==> src/rtl/gamepad_pmod_multi_rx_pkg.sv <==
// gamepad_pmod_pkg: shared constants and pad-word helpers for the gamepad pmod receiver
package gamepad_pmod_pkg;
   localparam int BITS_PER_PAD = 12;
   typedef logic [BITS_PER_PAD-1:0] pad_word_t;
   localparam pad_word_t EMPTY_PAD = 12'hFFF;
   localparam int BTN_B      = 11;
   localparam int BTN_Y      = 10;
   localparam int BTN_SELECT = 9;
   localparam int BTN_START  = 8;
   localparam int BTN_UP     = 7;
   localparam int BTN_DOWN   = 6;
   localparam int BTN_LEFT   = 5;
   localparam int BTN_RIGHT  = 4;
   localparam int BTN_A      = 3;
   localparam int BTN_X      = 2;
   localparam int BTN_L      = 1;
   localparam int BTN_R      = 0;
   // An all-ones word means nothing is plugged in, which reads as no buttons held
   function automatic pad_word_t pad_state(input pad_word_t raw);
      return (raw == EMPTY_PAD) ? '0 : raw;
   endfunction
endpackage

==> src/rtl/gamepad_pmod_multi_rx_if.sv <==
// gamepad_pmod_multi_rx_if: pmod pins towards the receiver, decoded pad state back out
interface gamepad_pmod_multi_rx_if #(parameter int NUM_PADS = 2);
   import gamepad_pmod_pkg::*;
   logic                           pmod_data;
   logic                           pmod_clk;
   logic                           pmod_latch;
   logic [NUM_PADS*BITS_PER_PAD-1:0] buttons;
   logic [NUM_PADS*BITS_PER_PAD-1:0] pressed_evt;
   logic [NUM_PADS*BITS_PER_PAD-1:0] released_evt;
   logic [NUM_PADS-1:0]            is_present;
   logic                           frame_valid;
   logic                           frame_err;
   logic                           link_active;
   modport master (output pmod_data, pmod_clk, pmod_latch,
                   input  buttons, pressed_evt, released_evt, is_present, frame_valid, frame_err, link_active);
   modport slave  (input  pmod_data, pmod_clk, pmod_latch,
                   output buttons, pressed_evt, released_evt, is_present, frame_valid, frame_err, link_active);
endinterface

==> src/rtl/gamepad_pmod_multi_rx_pad_decode.sv <==
// gamepad_pmod_pad_decode: registers one pad's buttons/presence and its press/release pulses
module gamepad_pmod_pad_decode
   import gamepad_pmod_pkg::*;
(
   input  logic      clk,
   input  logic      reset,
   input  logic      upd,
   input  pad_word_t raw,
   output pad_word_t buttons,
   output pad_word_t pressed_evt,
   output pad_word_t released_evt,
   output logic      is_present
);
   pad_word_t state;
   assign state = pad_state(raw);
   // Load new state on an update strobe; events are the bitwise difference and last one cycle
   always_ff @(posedge clk or posedge reset) begin
      if (reset) begin
         buttons      <= '0;
         pressed_evt  <= '0;
         released_evt <= '0;
         is_present   <= 1'b0;
      end else begin
         pressed_evt  <= upd ? state & ~buttons : '0;
         released_evt <= upd ? ~state & buttons : '0;
         if (upd) begin
            buttons    <= state;
            is_present <= raw != EMPTY_PAD;
         end
      end
   end
endmodule

==> src/rtl/gamepad_pmod_multi_rx.sv <==
// gamepad_pmod_multi_rx: multi-pad gamepad pmod receiver with length check, events and link timeout
module gamepad_pmod_multi_rx
   import gamepad_pmod_pkg::*;
#(
   parameter int NUM_PADS       = 2,
   parameter int SYNC_STAGES    = 2,
   parameter int TIMEOUT_CYCLES = 1048576
) (
   input logic                    clk,
   input logic                    reset,
   gamepad_pmod_multi_rx_if.slave bus
);
   localparam int MAX = NUM_PADS * BITS_PER_PAD;
   localparam int CW  = $clog2(MAX + 2);
   localparam int TW  = $clog2(TIMEOUT_CYCLES + 1);
   localparam logic [TW-1:0] TO_LAST = TW'(TIMEOUT_CYCLES - 1);
   localparam logic [CW-1:0] CNT_SAT = CW'(MAX + 1);

   logic [SYNC_STAGES-1:0] sync_d, sync_c, sync_l;
   logic                   prev_c, prev_l;
   logic                   clk_rise, latch_rise, good;
   logic [MAX-1:0]         shift_reg, data_reg, next_data;
   logic [CW-1:0]          bit_cnt;
   logic [TW-1:0]          to_cnt;
   logic                   link, commit_stb, err_stb, drop_stb;
   logic                   frame_valid, frame_err, link_active;
   logic [MAX-1:0]         buttons, pressed, released;
   logic [NUM_PADS-1:0]    present;

   // Bring the three asynchronous pmod pins into the clk domain and remember the last level
   always_ff @(posedge clk or posedge reset) begin
      if (reset) begin
         sync_d <= '0;
         sync_c <= '0;
         sync_l <= '0;
         prev_c <= 1'b0;
         prev_l <= 1'b0;
      end else begin
         sync_d <= {sync_d[SYNC_STAGES-2:0], bus.pmod_data};
         sync_c <= {sync_c[SYNC_STAGES-2:0], bus.pmod_clk};
         sync_l <= {sync_l[SYNC_STAGES-2:0], bus.pmod_latch};
         prev_c <= sync_c[SYNC_STAGES-1];
         prev_l <= sync_l[SYNC_STAGES-1];
      end
   end

   assign clk_rise   = sync_c[SYNC_STAGES-1] & ~prev_c;
   assign latch_rise = sync_l[SYNC_STAGES-1] & ~prev_l;

   // Length is good only on a whole number of pads; pads beyond the received count read as absent
   always_comb begin
      good      = 1'b0;
      next_data = '1;
      for (int p = 0; p < NUM_PADS; p++) begin
         if (bit_cnt == CW'((p + 1) * BITS_PER_PAD)) good = 1'b1;
         if (bit_cnt >= CW'((p + 1) * BITS_PER_PAD)) next_data[p*BITS_PER_PAD +: BITS_PER_PAD] = shift_reg[p*BITS_PER_PAD +: BITS_PER_PAD];
      end
   end

   // Shift, count, commit on latch and drop the link when no good frame arrives in time
   always_ff @(posedge clk or posedge reset) begin
      if (reset) begin
         shift_reg  <= '1;
         data_reg   <= '1;
         bit_cnt    <= '0;
         to_cnt     <= '0;
         link       <= 1'b0;
         commit_stb <= 1'b0;
         err_stb    <= 1'b0;
         drop_stb   <= 1'b0;
      end else begin
         commit_stb <= latch_rise & good;
         err_stb    <= latch_rise & ~good;
         drop_stb   <= 1'b0;
         if (clk_rise) shift_reg <= {shift_reg[MAX-2:0], sync_d[SYNC_STAGES-1]};
         if (latch_rise) bit_cnt <= clk_rise ? CW'(1) : '0;
         else if (clk_rise && bit_cnt != CNT_SAT) bit_cnt <= bit_cnt + 1'b1;
         if (latch_rise && good) begin
            data_reg <= next_data;
            to_cnt   <= '0;
            link     <= 1'b1;
         end else if (link && to_cnt == TO_LAST) begin
            data_reg <= '1;
            link     <= 1'b0;
            drop_stb <= 1'b1;
         end else if (to_cnt != TO_LAST) begin
            to_cnt <= to_cnt + 1'b1;
         end
      end
   end

   // Status pulses line up with the decoder outputs, one stage after the commit
   always_ff @(posedge clk or posedge reset) begin
      if (reset) begin
         frame_valid <= 1'b0;
         frame_err   <= 1'b0;
         link_active <= 1'b0;
      end else begin
         frame_valid <= commit_stb;
         frame_err   <= err_stb;
         link_active <= link;
      end
   end

   for (genvar p = 0; p < NUM_PADS; p++) begin : g_pad
      gamepad_pmod_pad_decode u_pad (
         .clk          (clk),
         .reset        (reset),
         .upd          (commit_stb | drop_stb),
         .raw          (data_reg[p*BITS_PER_PAD +: BITS_PER_PAD]),
         .buttons      (buttons[p*BITS_PER_PAD +: BITS_PER_PAD]),
         .pressed_evt  (pressed[p*BITS_PER_PAD +: BITS_PER_PAD]),
         .released_evt (released[p*BITS_PER_PAD +: BITS_PER_PAD]),
         .is_present   (present[p])
      );
   end

   assign bus.buttons      = buttons;
   assign bus.pressed_evt  = pressed;
   assign bus.released_evt = released;
   assign bus.is_present   = present;
   assign bus.frame_valid  = frame_valid;
   assign bus.frame_err    = frame_err;
   assign bus.link_active  = link_active;
endmodule

==> src/flat_wrapper.sv <==
// flat-port wrapper written by rule: the top's interface ports become plain ports
module gamepad_pmod_multi_rx_flat import gamepad_pmod_pkg::*;
#(
   parameter int NUM_PADS       = 2,
   parameter int SYNC_STAGES    = 2,
   parameter int TIMEOUT_CYCLES = 1048576
)
  (clk, reset, bus_pmod_data, bus_pmod_clk, bus_pmod_latch, bus_buttons, bus_pressed_evt, bus_released_evt, bus_is_present, bus_frame_valid, bus_frame_err, bus_link_active);
  gamepad_pmod_multi_rx_if #(.NUM_PADS(NUM_PADS)) bus_i ();
  input logic clk;
  input logic reset;
  input wire logic [$bits(bus_i.pmod_data)-1:0] bus_pmod_data;
  input wire logic [$bits(bus_i.pmod_clk)-1:0] bus_pmod_clk;
  input wire logic [$bits(bus_i.pmod_latch)-1:0] bus_pmod_latch;
  output wire logic [$bits(bus_i.buttons)-1:0] bus_buttons;
  output wire logic [$bits(bus_i.pressed_evt)-1:0] bus_pressed_evt;
  output wire logic [$bits(bus_i.released_evt)-1:0] bus_released_evt;
  output wire logic [$bits(bus_i.is_present)-1:0] bus_is_present;
  output wire logic [$bits(bus_i.frame_valid)-1:0] bus_frame_valid;
  output wire logic [$bits(bus_i.frame_err)-1:0] bus_frame_err;
  output wire logic [$bits(bus_i.link_active)-1:0] bus_link_active;
  assign bus_i.pmod_data = bus_pmod_data;
  assign bus_i.pmod_clk = bus_pmod_clk;
  assign bus_i.pmod_latch = bus_pmod_latch;
  assign bus_buttons = bus_i.buttons;
  assign bus_pressed_evt = bus_i.pressed_evt;
  assign bus_released_evt = bus_i.released_evt;
  assign bus_is_present = bus_i.is_present;
  assign bus_frame_valid = bus_i.frame_valid;
  assign bus_frame_err = bus_i.frame_err;
  assign bus_link_active = bus_i.link_active;
  gamepad_pmod_multi_rx #(.NUM_PADS(NUM_PADS), .SYNC_STAGES(SYNC_STAGES), .TIMEOUT_CYCLES(TIMEOUT_CYCLES)) u_core (.clk(clk), .reset(reset), .bus(bus_i));
endmodule
==> config.mk <==
export PLATFORM = sky130hd
export DESIGN_NAME = gamepad_pmod_multi_rx_flat
export DESIGN_NICKNAME = d
export VERILOG_FILES = /design/src/rtl/gamepad_pmod_multi_rx_pkg.sv /design/src/rtl/gamepad_pmod_multi_rx_if.sv /design/src/rtl/gamepad_pmod_multi_rx_pad_decode.sv /design/src/rtl/gamepad_pmod_multi_rx.sv /design/src/flat_wrapper.sv
export SDC_FILE = /design/constraint.sdc
export NUM_CORES = 1
export LEC_CHECK = 0
export CAP_MARGIN = 15
export CORE_MARGIN = 2
export CORE_UTILIZATION = 50
export CTS_BUF_LIST = sky130_fd_sc_hd__clkbuf_8
export DETAILED_ROUTE_END_ITERATION = 8
export DONT_BUFFER_PORTS = 1
export PLACE_DENSITY_LB_ADDON = 0.2
export SETUP_SLACK_MARGIN = 0.02
export SYNTH_ARGS = -nofsm -noshare
export SYNTH_HDL_FRONTEND = slang
export SYNTH_HIERARCHICAL = 1
export SYNTH_SLANG_ARGS = --single-unit
==> constraint.sdc <==
create_clock -name clk -period 3.2 [get_ports clk]
set_clock_uncertainty 0.2 [all_clocks]
set_input_delay 0.16 -clock clk [delete_from_list [all_inputs] [get_ports clk]]
set_output_delay 0.16 -clock clk [all_outputs]
set_load 0.01 [all_outputs]
# Yosys cells after proc, flatten, opt, wreduce, memory -nomap -nowiden
# Index checks and enable logic that the tools add are counted.
# classes
n_addsub	2
n_mul	0
div_mod_pow	0
order_cmp	2
n_eq_ne	10
n_shift	0
muxes	22
bitwise_logic	16
n_reduce_logical	7
# ops
operator	count
$mux W12	8
$mux W21	3
$and A12 B12 Y12	4
$mux W24	2
$not A12 Y12	4
$eq A12 B12 Y1 const B	2
$ne A12 B12 Y1 const B	2
$add A21 B1 Y21 const B	1
$eq A21 B20 Y1 const B	1
$ne A21 B20 Y1 const B	1
$mux W5	2
$mux W1	7
$reduce_bool A2 Y1	3
$add A5 B1 Y5 const B	1
$eq A5 B4 Y1 const B	1
$eq A5 B5 Y1 const B	1
$ge A5 B4 Y1 const B	1
$ge A5 B5 Y1 const B	1
$ne A5 B5 Y1 const B	1
$and A1 B1 Y1	4
$logic_and A1 B1 Y1	3
$not A1 Y1	3
$ne A2 B1 Y1 const B	1
$reduce_and A2 Y1	1
$or A1 B1 Y1	1
# word_totals
reg_bits	163
latchBits	0
ramBits	0
romBits	0
inputBits	5
out_inout_bits	77
word_cells	83
n_memories	0

# Longest topological paths before layout
# depth
word_depth	6
depth_mapped	8
ltp_nobuf	7

# Cells and area by module
# Netlist, hierarchy kept.
# by_module_without_submodules
mod	n_inst	cells_each	area_each_um2
gamepad_pmod_multi_rx	1	344	3773.6
gamepad_pmod_pad_decode	2	127	1370.1

# Worst setup path before layout
# Ideal clock, no wire load.
# synth_path
path_kind	register to register
startpoint	register u_core.bit_cnt[2]
endpoint	register u_core.data_reg[23]
arrival_ps	1833
t_required_ps	2917
slack_ps	1084
path_stages_with_launch	6
path_cell_list	dfrtp_1 -> or4b_1 -> a211o_1 -> buf_6 -> buf_6 -> o32a_1
# synth_via
elab_chain_cells	5
elab_cells_between_ends	9
classes_between	order compare: 1; eq/ne: 2; mux: 4; reduce/logical: 2
# synth_rtl
element	line_no	rtl
from (decl)	gamepad_pmod_multi_rx.sv:23	logic [CW-1:0] bit_cnt;
from (signal assigned)	gamepad_pmod_multi_rx.sv:76	if (latch_rise) bit_cnt <= clk_rise ? CW'(1) : '0;
from (signal assigned)	gamepad_pmod_multi_rx.sv:77	else if (clk_rise && bit_cnt != CNT_SAT) bit_cnt <= bit_cnt + 1'b1;
branches (longest 5 deep; another with $ge A5 B5 Y1)	n/a	
to (signal assigned)	gamepad_pmod_multi_rx.sv:79	data_reg <= next_data;
to (decl)	gamepad_pmod_multi_rx.sv:22	logic [MAX-1:0] shift_reg, data_reg, next_data;
# Several ways; the timed one is not identified.
# A chain may end at the register's enable or synchronous reset.

# Worst setup path after layout
# layout_path
startpoint	register u_core.bit_cnt[2]
endpoint	register u_core.data_reg[17]
# Same word-level chain as after synthesis.

==> impl_metrics.csv <==
group,metric,value,unit
sta,fin_setup_tns,0,ps
placement,dpl_worst_slack,655,ps
synth,synth.area.top_cells,"dfrtp_1 44%, dfstp_2 19%, nand2_1 7.7%",
finish,synthToLayoutAreaGrowth,9.99,%
synth,synthDistinctLibCells,47,
pwr,power.combinational.fraction,0.040,
synth,postSynth.asyncResetShare,1.00,
placement,placement.io_buffers,0,
clock_network,cts_root_buffer_type,"clkbuf_8",
critical_path,critPathMaxStageDelay,590,ps
grt,grt_antenna_before_repair,0,
sta,timing.slew.headroom,0.282,
synth,per_instance_average_area_after_synthesis,10.9,um2
clock_network,clock_sinks,163,
pwr,seq_power_share,0.574,
synth,synth_top_area_cell,"dfrtp_1",
route,detail_route.drc_violations,0,
grt,grtUsageMet3,0.0473,
grt,grt.met1_usage,0.262,
route,detailroute.via_count,4495,
route,route.detailed.wl_per_inst,16.1,um
grt,groute.layer.met2.usage,0.306,
pwr,post_layout_power,3890,uW
floorplan,initial_utilization,0.514,
synth,synth.net_count,607,
critical_path,cp-end-kind,"flip-flop",
critical_path,worst_path_dominant_cell_family,"compound AO/OA/AOI/OAI gates",
clock_network,clock_tree.buffer_depth,2,
floorplan,total_die_area,14000,um2
floorplan,rows,41,
synth,syn-cell-area,6510,um2
clock_network,clock_buffer_count_from_cts,17,
clock_network,cts_post_setup_buffers_inserted,0,
critical_path,worst_ep_arrival_time,2770,ps
sta,final_hold_viol_count,0,
synth,yosysSeqAreaShare,0.635,
finish,fraction_of_layout_instances_using_a_drive_strength_above_1,0.172,
sta,final-setup-viol-count,0,
clock_network,worst_setup_hold_path_clk_slew,80,ps
clock_network,clkLatencyLatePin,450,ps
sta,setup_repair_after_global_routing_missed_its_margin,"no",
synth,yosysWarnings,6,
grt,grt-busiest-layer,"met2",
sta,fmaxAchievable,388,MHz
sta,report.final.slew_viol_count,0,
critical_path,cpMaxStageDelayCell,"or4b_1",
route,dr.pass1.iters,4,
pwr,clock_power_share,0.386,
clock_network,htreeDepth,4,
finish,final_nets,617,
placement,routabilityCongestion,0.827,
pwr,switchingPower,929,uW
grt,number_of_global_route_vias_before_repair,4356,
synth,synth_top_area_frac,0.442,
floorplan,dieWidth,118,um
critical_path,critical_path_required,3390,ps
critical_path,crit_chain,"or4b_1, a211o_1, inv_2, a41o_2, o32a_1",
route,route.final.wire_length,12800,um
pwr,power_density,543,nW/um2
clock_network,cts_tree,"yes",
grt,grt_usage,0.195,
grt,grt_first_pass_wirelength,21900,um
floorplan,area_of_the_core_region,12700,um2
synth,synthMostInstantiatedCell,"nand2_1",
sta,final_period_minus_worst_setup_slack,2580,ps
hold_path,hold_path.class,"in -> reg",
placement,detailed_place_hpwl,8510,um
finish,antennaDiodeCount,0,
pwr,vdd_drop_max,0.235,mV
sta,final_worst_setup_slack,623,ps
critical_path,timing.critical_path.buf_inv,1,
route,detail_route.vias_per_cell,5.67,
grt,grt_start_max_net_pins,64,
floorplan,die_y,118,um
route,antenna_left,0,
route,detailedRoute.firstIterationViolations,339,
synth,syn_inst,598,
synth,ys_seq_elements,163,
floorplan,floorplan.io_pins,82,
status,outcome,"complete, no violations",
critical_path,critPathMaxFanout,24,
critical_path,path_class,"reg -> reg",
synth,synth-edff-count,0,
pwr,switching_fraction_of_total_power,0.239,
synth,primary_flip_flop_cell_chosen_by_synthesis_mapping,"dfrtp_1",
grt,grt_overflow,0,
pwr,leakage,0.00313,uW
critical_path,timing.critical_path.from_type,"flip-flop",
sta,fin_hold_ws,60.0,ps
sta,final.period_utilization,0.805,
sta,worstMarginPinSlew,1080,ps
run,maxCapViolations,0,
synth,synth_common_cells,"133 x nand2_1, 115 x dfrtp_1, 48 x dfstp_2",
pwr,p_int,2960,uW
==> metrics by stage <==
| step | utilization | instance area [um2] | cells |
|---|---|---|---|
| after CTS | 0.563 | 7140 | 792 |
| after global placement | 0.528 | 6690 | 756 |
| after detailed placement | 0.528 | 6690 | 756 |
| final | 0.565 | 7160 | 793 |
| after floorplan | - | 6510 | 598 |
| after global routing | 0.565 | 7160 | 793 |
==> cell type report <==
class | instances | area (um2)
clock buffer | 19 | 262
clock inverter | 13 | 148
fill | 1066 | 5510
inverter | 35 | 133
multi-input combinational | 371 | 2090
sequential | 163 | 4140
tap | 172 | 215
timing repair buffer | 20 | 180
==> cells by family after synthesis <==
logic type | after synthesis | synth area share
compound gates | 120 | 0.125
fa+ha+maj | 4 | 0.00768
buf+inv | 64 | 0.0444
flops | 163 | 0.635
mux | 5 | 0.00768
xor+xnor | 3 | 0.00403
simple gates | 239 | 0.176
==> path summary, 6_finish.rpt <==
check / start / to / slack [ps] / cells past startpoint
worst max-delay path: u_core/bit_cnt[2] / u_core/data_reg[17] / 620 / 5
worst min-delay path: bus_pmod_latch / u_core/sync_l[0] / 60 / 1
worst max register to register: u_core/bit_cnt[2] / u_core/data_reg[17] / 620 / 5
worst min register to register: u_core/err_stb / u_core/bus.frame_err / 160 / 0
max in group asynchronous: reset / u_core/g_pad[1].u_pad/pressed_evt[8] / 1860 / 3
min in group asynchronous: reset / u_core/data_reg[10] / 110 / 2
==> power by group through the flow <==
stage	Clock (uW)	Sequential (uW)	Combinational, uW
after floorplan	0	2250	115
after CTS	1550	2230	154
after global routing	1640	2250	181
after detailed placement	0	2270	149
final	1500	2230	154
after global placement	0	2260	141
==> per-layer routing <==
| metal | vias to the layer above | wire [um] |
|---|---|---|
| met3 | 10 | 615 |
| met1 | 2233 | 5810 |
| met2 | 109 | 6210 |
| li1 | 2143 | - |
| met5 | - | 0 |
| met4 | 0 | 159 |
==> repair_timing <==
action                    in CTS  in global routing
hold endpoints to repair      91                  0
hold buffers                   4                  0
gates resized for setup        0                  0
==> cell usage in the layout, fill, tap and decap left out, drive strengths merged, types with 9 or more instances in the layout <==
| cell | count |
|---|---|
| o21ai | 11 |
| nor3 | 28 |
| dfrtp | 115 |
| clkbuf | 19 |
| dfstp | 48 |
| a21oi | 39 |
| buf | 16 |
| nor2 | 9 |
| inv | 38 |
| nand2 | 133 |
| o22ai | 25 |
| o32a | 24 |
| nand4 | 19 |
Note: power is estimated with default switching activity, not from simulation.
